==> config.mk <==
export PLATFORM = sky130hd
export DESIGN_NAME = ssd_scan_driver
export DESIGN_NICKNAME = d
export VERILOG_FILES = /design/src/rtl/ssd_scan_driver.sv
export SDC_FILE = /design/constraint.sdc
export NUM_CORES = 1
export LEC_CHECK = 0
export CORE_MARGIN = 3
export CORE_UTILIZATION = 55
export DETAILED_ROUTE_END_ITERATION = 12
export GPL_ROUTABILITY_DRIVEN = 0
export PLACE_DENSITY_LB_ADDON = 0.3
export SYNTH_ARGS = -nofsm -noshare
export SYNTH_HDL_FRONTEND = slang
export SYNTH_SLANG_ARGS = --single-unit
==> constraint.sdc <==
create_clock -name clk -period 3.5 [get_ports clk]
set_input_delay 0.7 -clock clk [delete_from_list [all_inputs] [get_ports clk]]
set_output_delay 0.7 -clock clk [all_outputs]
set_load 0.05 [all_outputs]
==> src/rtl/ssd_scan_driver.sv <==
// ssd_scan_driver: time-multiplexes a captured hex value onto a shared seven-segment bus
module ssd_scan_driver #(
   parameter int NUM_DIGITS  = 8,
   parameter int REFRESH_DIV = 100000,
   parameter int DIV_W       = 17
) (
   input  logic                    clk,
   input  logic                    rst,
   input  logic [4*NUM_DIGITS-1:0] value,
   input  logic                    load,
   input  logic                    blank_lz,
   input  logic [NUM_DIGITS-1:0]   dp_mask,
   output logic [3:0]              hex,
   output logic [NUM_DIGITS-1:0]   an,
   output logic                    dp,
   output logic                    scan_tick
);
   localparam int IW = NUM_DIGITS > 1 ? $clog2(NUM_DIGITS) : 1;
   logic [4*NUM_DIGITS-1:0] shadow;
   logic [IW-1:0]           idx;
   logic [DIV_W-1:0]        cnt;
   logic [NUM_DIGITS:0]     zero_up;
   logic [3:0]              sel_hex;
   logic                    sel_dp;
   logic                    sel_blank;
   logic                    wrap;
   assign wrap = cnt == DIV_W'(REFRESH_DIV - 1);
   // zero_up[i] is set when nibbles i..NUM_DIGITS-1 of shadow are all zero
   always_comb begin
      zero_up = '0;
      zero_up[NUM_DIGITS] = 1'b1;
      for (int i = NUM_DIGITS - 1; i >= 0; i--)
         zero_up[i] = (shadow[4*i +: 4] == 4'h0) && zero_up[i+1];
   end
   always_comb begin
      sel_hex   = 4'h0;
      sel_dp    = 1'b0;
      sel_blank = 1'b0;
      for (int i = 0; i < NUM_DIGITS; i++)
         if (idx == IW'(i)) begin
            sel_hex   = shadow[4*i +: 4];
            sel_dp    = dp_mask[i];
            sel_blank = blank_lz && (i != 0) && zero_up[i];
         end
   end
   always_ff @(posedge clk) begin
      if (rst) begin
         shadow    <= '0;
         idx       <= '0;
         cnt       <= '0;
         scan_tick <= 1'b0;
         hex       <= 4'h0;
         an        <= '1;
         dp        <= 1'b1;
      end else begin
         if (load) shadow <= value;
         cnt       <= wrap ? '0 : cnt + 1'b1;
         idx       <= !wrap ? idx : (idx == IW'(NUM_DIGITS - 1)) ? '0 : idx + 1'b1;
         scan_tick <= wrap;
         hex       <= sel_hex;
         an        <= sel_blank ? '1 : ~(NUM_DIGITS'(1) << idx);
         dp        <= sel_blank ? 1'b1 : ~sel_dp;
      end
   end
endmodule

After elaboration in Yosys (flattened, before gate mapping)
Index checks and enable logic that the tools add are counted.
{"block": "classes", "n_addsub": 2, "order_cmp": 0, "muxes": 24, "reduce_logical": 23, "div": 0, "shifts": 1, "mul": 0, "bitwise_logic": 2, "n_eq_ne": 8}
{"cell": "4-bit two-way mux", "count": 8}
{"cell": "4-bit logical NOT", "count": 7}
{"cell": "17-bit by 1-bit adder with 17-bit output, second input constant", "count": 1}
{"cell": "17-bit == test, second input constant", "count": 1}
{"cell": "1-bit two-way mux", "count": 15}
{"cell": "1-bit logical AND", "count": 13}
{"cell": "3-bit == test, second input constant", "count": 4}
{"cell": "8-bit NOT", "count": 1}
{"cell": "1-bit by 3-bit left shift with 8-bit output, first input constant", "count": 1}
{"cell": "3-bit by 2-bit == test with 1-bit output, second input constant", "count": 2}
{"cell": "2-bit OR reduction", "count": 2}
{"cell": "3-bit by 1-bit adder with 3-bit output, second input constant", "count": 1}
{"cell": "3-bit by 1-bit == test with 1-bit output, second input constant", "count": 1}
{"cell": "3-bit logical NOT", "count": 1}
{"cell": "3-bit two-way mux", "count": 1}
{"cell": "1-bit NOT", "count": 1}
{"block": "word_totals", "reg_bits": 66, "mem_count": 0, "rom_bits": 0, "latch_bits": 0, "input_bits": 44, "elab_cells": 67, "mem_bits_rw": 0}

Depth between registers and ports, before layout
{"block": "depth", "ltp_word": 16, "mapped_depth": 10, "mapped_depth_nobuf": 7}

Worst setup path before layout
OpenSTA, ideal clock, no wires.
{"block": "synth_timing", "path_type": "reg2reg", "start": "reg idx[2]", "end": "reg dp", "slack_ns": 1.577, "synth_period_minus_slack_ns": 1.923, "setup_time_ns": 0.142, "stages_incl_launch_ff": 11, "required_ns": 3.358, "path_buffers": 3, "arrival_time_ns": 1.780, "cell_sequence": "dfxtp_1 clkbuf_1 inv_1 clkbuf_1 ha_1 clkbuf_1 a22oi_1 o211ai_1 a31oi_1 a21oi_1 nand3_1"}
{"block": "synth_via", "elab_chain_len": 10, "elab_cells_between_ends": 25, "cone_classes": "7 x eq/ne; 15 x mux; 1 x bitwise; 2 x reduce/logical"}
{"element": "start, declared", "line": "20", "rtl": "logic [IW-1:0] idx;"}
{"element": "start signal, assigned", "line": "58", "rtl": "idx <= !wrap ? idx : (idx == IW'(NUM_DIGITS - 1)) ? '0 : idx + 1'b1;"}
{"element": "3-bit logical NOT", "line": "40", "rtl": "if (idx == IW'(i)) begin"}
{"element": "1-bit two-way mux (8 in series)", "line": "40"}
{"element": "1-bit NOT", "line": "62", "rtl": "dp <= sel_blank ? 1'b1 : ~sel_dp;"}
{"element": "end signal, assigned", "line": "62"}
{"element": "end, declared", "line": "15", "rtl": "output logic dp,"}
Parallel ways exist; a longest one is shown, timed or not.
A chain may end at the register's enable or synchronous reset.

Final worst setup path
{"block": "layout_timing", "start": "reg idx[2]", "end": "reg hex[0]"}
{"block": "layout_via", "elab_chain_len": 9, "elab_cells_between_ends": 16, "cone_classes": "7 x eq/ne; 8 x mux; 1 x reduce/logical"}
{"element": "3-bit logical NOT", "line": "40"}
{"element": "4-bit two-way mux (7 in series)", "line": "40"}
{"element": "4-bit two-way mux (*)", "line": "40"}
{"element": "end signal, assigned", "line": "60", "rtl": "hex <= sel_hex;"}
{"element": "end, declared", "line": "13", "rtl": "output logic [3:0] hex,"}
Every way passes the cells marked *; elsewhere a longest branch is shown, timed or not.

==> flow_summary.yaml <==
status:
  status: "finished, final reports clean"
finish:
  ff_latch_area_sq_mm: 0.001321
  multi_input_area_sq_mm: 0.001524
  drive_gt1_frac: 0.05051
  fin_area_sq_mm: 0.003766
  final_nets: 442
  antenna_cells: 0
  nFillCells: 382
  final_util: 0.7236
  area_growth_pct: 25.42
routing:
  ant_nets: 0
  drc: 0
  drt-total-wl_um: 6864
  dr.pass1.iters: 6
  viasPerCell: 5.554
  routedWlPerCell_um: 14.73
  vias: 2588
  drt_iter0_drc: 331
critical_path:
  start_kind: "flip-flop"
  end_kind: "flip-flop"
  crit_path_max_fanout: 17
  required_ps: 3760
  worstPathArrival_ps: 2660
  crit_type: "flip-flop to flip-flop"
cts:
  post_cts_buffers: 0
  cts_root_buffer: "clkbuf_8"
  clock_tree.buffer_depth: 2
  cts_hold_buffers: 0
  cts_tree: "done"
  path_clk_slew_ps: 70
  cts_resized: 0
  cts_buffers: 9
  cts_sinks: 66
  htreeDepth: 3
  clk_latency_ps: 350
sta:
  min_period_ps: 2391
  fin_skew_ps: 7.840
  finalMaxSlewViolations: 0
  finalHoldViolCount: 0
  setup_tns_ps: 0
  fin_crit_sh: 0.6831
  grt_setup_unrepaired: "false"
  final-setup-viol-count: 0
  slew_headroom: 0.3717
  fmax_mhz: 418.2
  hold_slack_ps: 489.7
  worst_pin_slew_ps: 942.5
synth:
  ys.warnings.count: 0
  synth_area_sq_mm: 0.003003
  synth_top_area_frac: 0.4400
  synthFlopType: "dfxtp_1"
  ys_seq_elements: 66
  synth_area_leaders: "dfxtp_1 (44%), mux2i_1 (11%), nor2_1 (7.6%)"
  syn_inst: 344
  synth.avg_cell_area_sq_um: 8.729
  yosys.cell_types.count: 37
  ys_seq_area_frac: 0.4400
  syn_nets: 395
  async_reset_ff_frac: 0
  synth_edf_count: 0
  synth_top_area_cell: "dfxtp_1"
grt:
  grtUsageTotal: 0.2320
  grt_overflow_total: 0
  grt_max_degree: 33
  antenna_found_initial: 0
  grt_pass1_wl_um: 11520
  grt_pass1_vias: 2491
power_and_ir_drop:
  ir_drop_uv: 408.0
  p_leak_uw: 0.001467
  power_per_cell_area_mw_per_mm2: 427.1
hold_path:
  hp-class: "flip-flop to flip-flop"
floorplan:
  die_x_um: 79.89
  core-area_sq_mm: 0.005205
  dieArea_sq_mm: 0.006382
  die_h_um: 79.89
  initial_utilization: 0.5769
  io_pins: 58
  rows: 26
placed_design:
  dpl-instance-area_sq_mm: 0.003562
  hpwlAfterDp_um: 4819
  portBuffers: 57
job:
  max_cap_violations: 0
path summary, 6_finish.rpt:
| check | slack (ps) | start | cells after the start | end |
|---|---|---|---|---|
| setup / recovery | 1110 | idx[2]$_SDFFE_PP0P_ | 5 | hex[0]$_SDFF_PP0_ |
| hold reg to reg | 490 | shadow[2]$_SDFFE_PP0P_ | 2 | shadow[2]$_SDFFE_PP0P_ |
| hold / removal | 490 | shadow[2]$_SDFFE_PP0P_ | 2 | shadow[2]$_SDFFE_PP0P_ |
| setup reg to reg | 1110 | idx[2]$_SDFFE_PP0P_ | 5 | hex[0]$_SDFF_PP0_ |
synthesized netlist by cell type (2+ instances only):
library cell	instances
dfxtp_1	66
nor2_1	61
mux2i_1	34
nand2_1	22
a21oi_1	21
clkbuf_1	17
inv_1	15
nand3_1	12
xor2_1	11
nor2b_1	10
o21ai_0	8
ha_1	7
nand4_1	5
nor3_1	5
nor4_1	5
a2111oi_0	4
a221oi_1	4
o31ai_1	4
xnor2_1	4
and3_1	3
buf_1	3
o22ai_1	3
or4_1	3
a22oi_1	2
a31oi_1	2
nand4b_1	2
metrics by stage:
stage | worst slack [ps] | instances | total power (uW)
floorplan | 1577 | 344 | 904.1
global placement | 1142 | 450 | 974.2
detailed placement | 1088 | 450 | 977.8
CTS | 1172 | 466 | 1619
global route | 864.5 | 466 | 1671
finish | 1109 | 466 | 1609
layout make-up:
class                   count  area share
inverters                  15     0.01495
well taps                  70     0.02326
clock inverters             6     0.01761
multi-input cells         241      0.4047
clock buffers              10     0.03654
flip-flops and latches     66      0.3508
repair buffers             58      0.1522
report_power, final:
group	leakage, uW	internal [uW]	switching [uW]
Combinational	0.000833	88.1	73.0
Clock	0.0000945	347	298
Sequential	0.000540	779	22.8
Total	0.00147	1210	394
kinds of logic after synthesis:
| logic type | count (synthesis) | share of synthesized area |
|---|---|---|
| AND/OR/NAND/NOR | 133 | 0.2129 |
| flip-flops | 66 | 0.4400 |
| AO/OA/AOI/OAI | 52 | 0.1083 |
| buffers and inverters | 37 | 0.05250 |
| multiplexers | 34 | 0.1133 |
| XOR/XNOR | 15 | 0.04375 |
| adder cells (fa/ha/maj) | 7 | 0.02917 |
state kept, by name, indices dropped and copies added (netlist names):
register   flops
shadow        32
cnt           17
an             8
hex            4
idx            3
dp             1
scan_tick      1
routing by layer:
layer | track usage | up-vias | wire length [um]
met1 | 0.2798 | 1185 | 2821
met3 | 0.06998 | 21 | 477
met4 | 0.1047 | 0 | 184
li1 | - | 1286 | -
met2 | 0.3783 | 96 | 3380
met5 | 0 | - | 0
worst max-delay path, cell delays in order, from the launching register on:
cell and delay [ps]:
dfxtp_1 660, inv_1 320, ha_1 430, a2111oi_0 470
o22ai_1 190, a21oi_1 240
cell usage in the layout (no fill, tap or decap), drive strengths merged, types with 3 or more instances in the layout:
cell,count
clkdlybuf4s50,56
nand4,5
o31ai,4
nor4,6
xnor2,4
a2111oi,4
ha,7
nor2,61
inv,15
nor3,5
xor2,11
clkinvlp,3
dfxtp,66
mux2i,34
a21oi,21
o21ai,8
o22ai,3
a221oi,4
nand2,22
or4,4
and3,3
clkbuf,10
nand3,12
nor2b,10
Power figures use the tool's default switching activity.
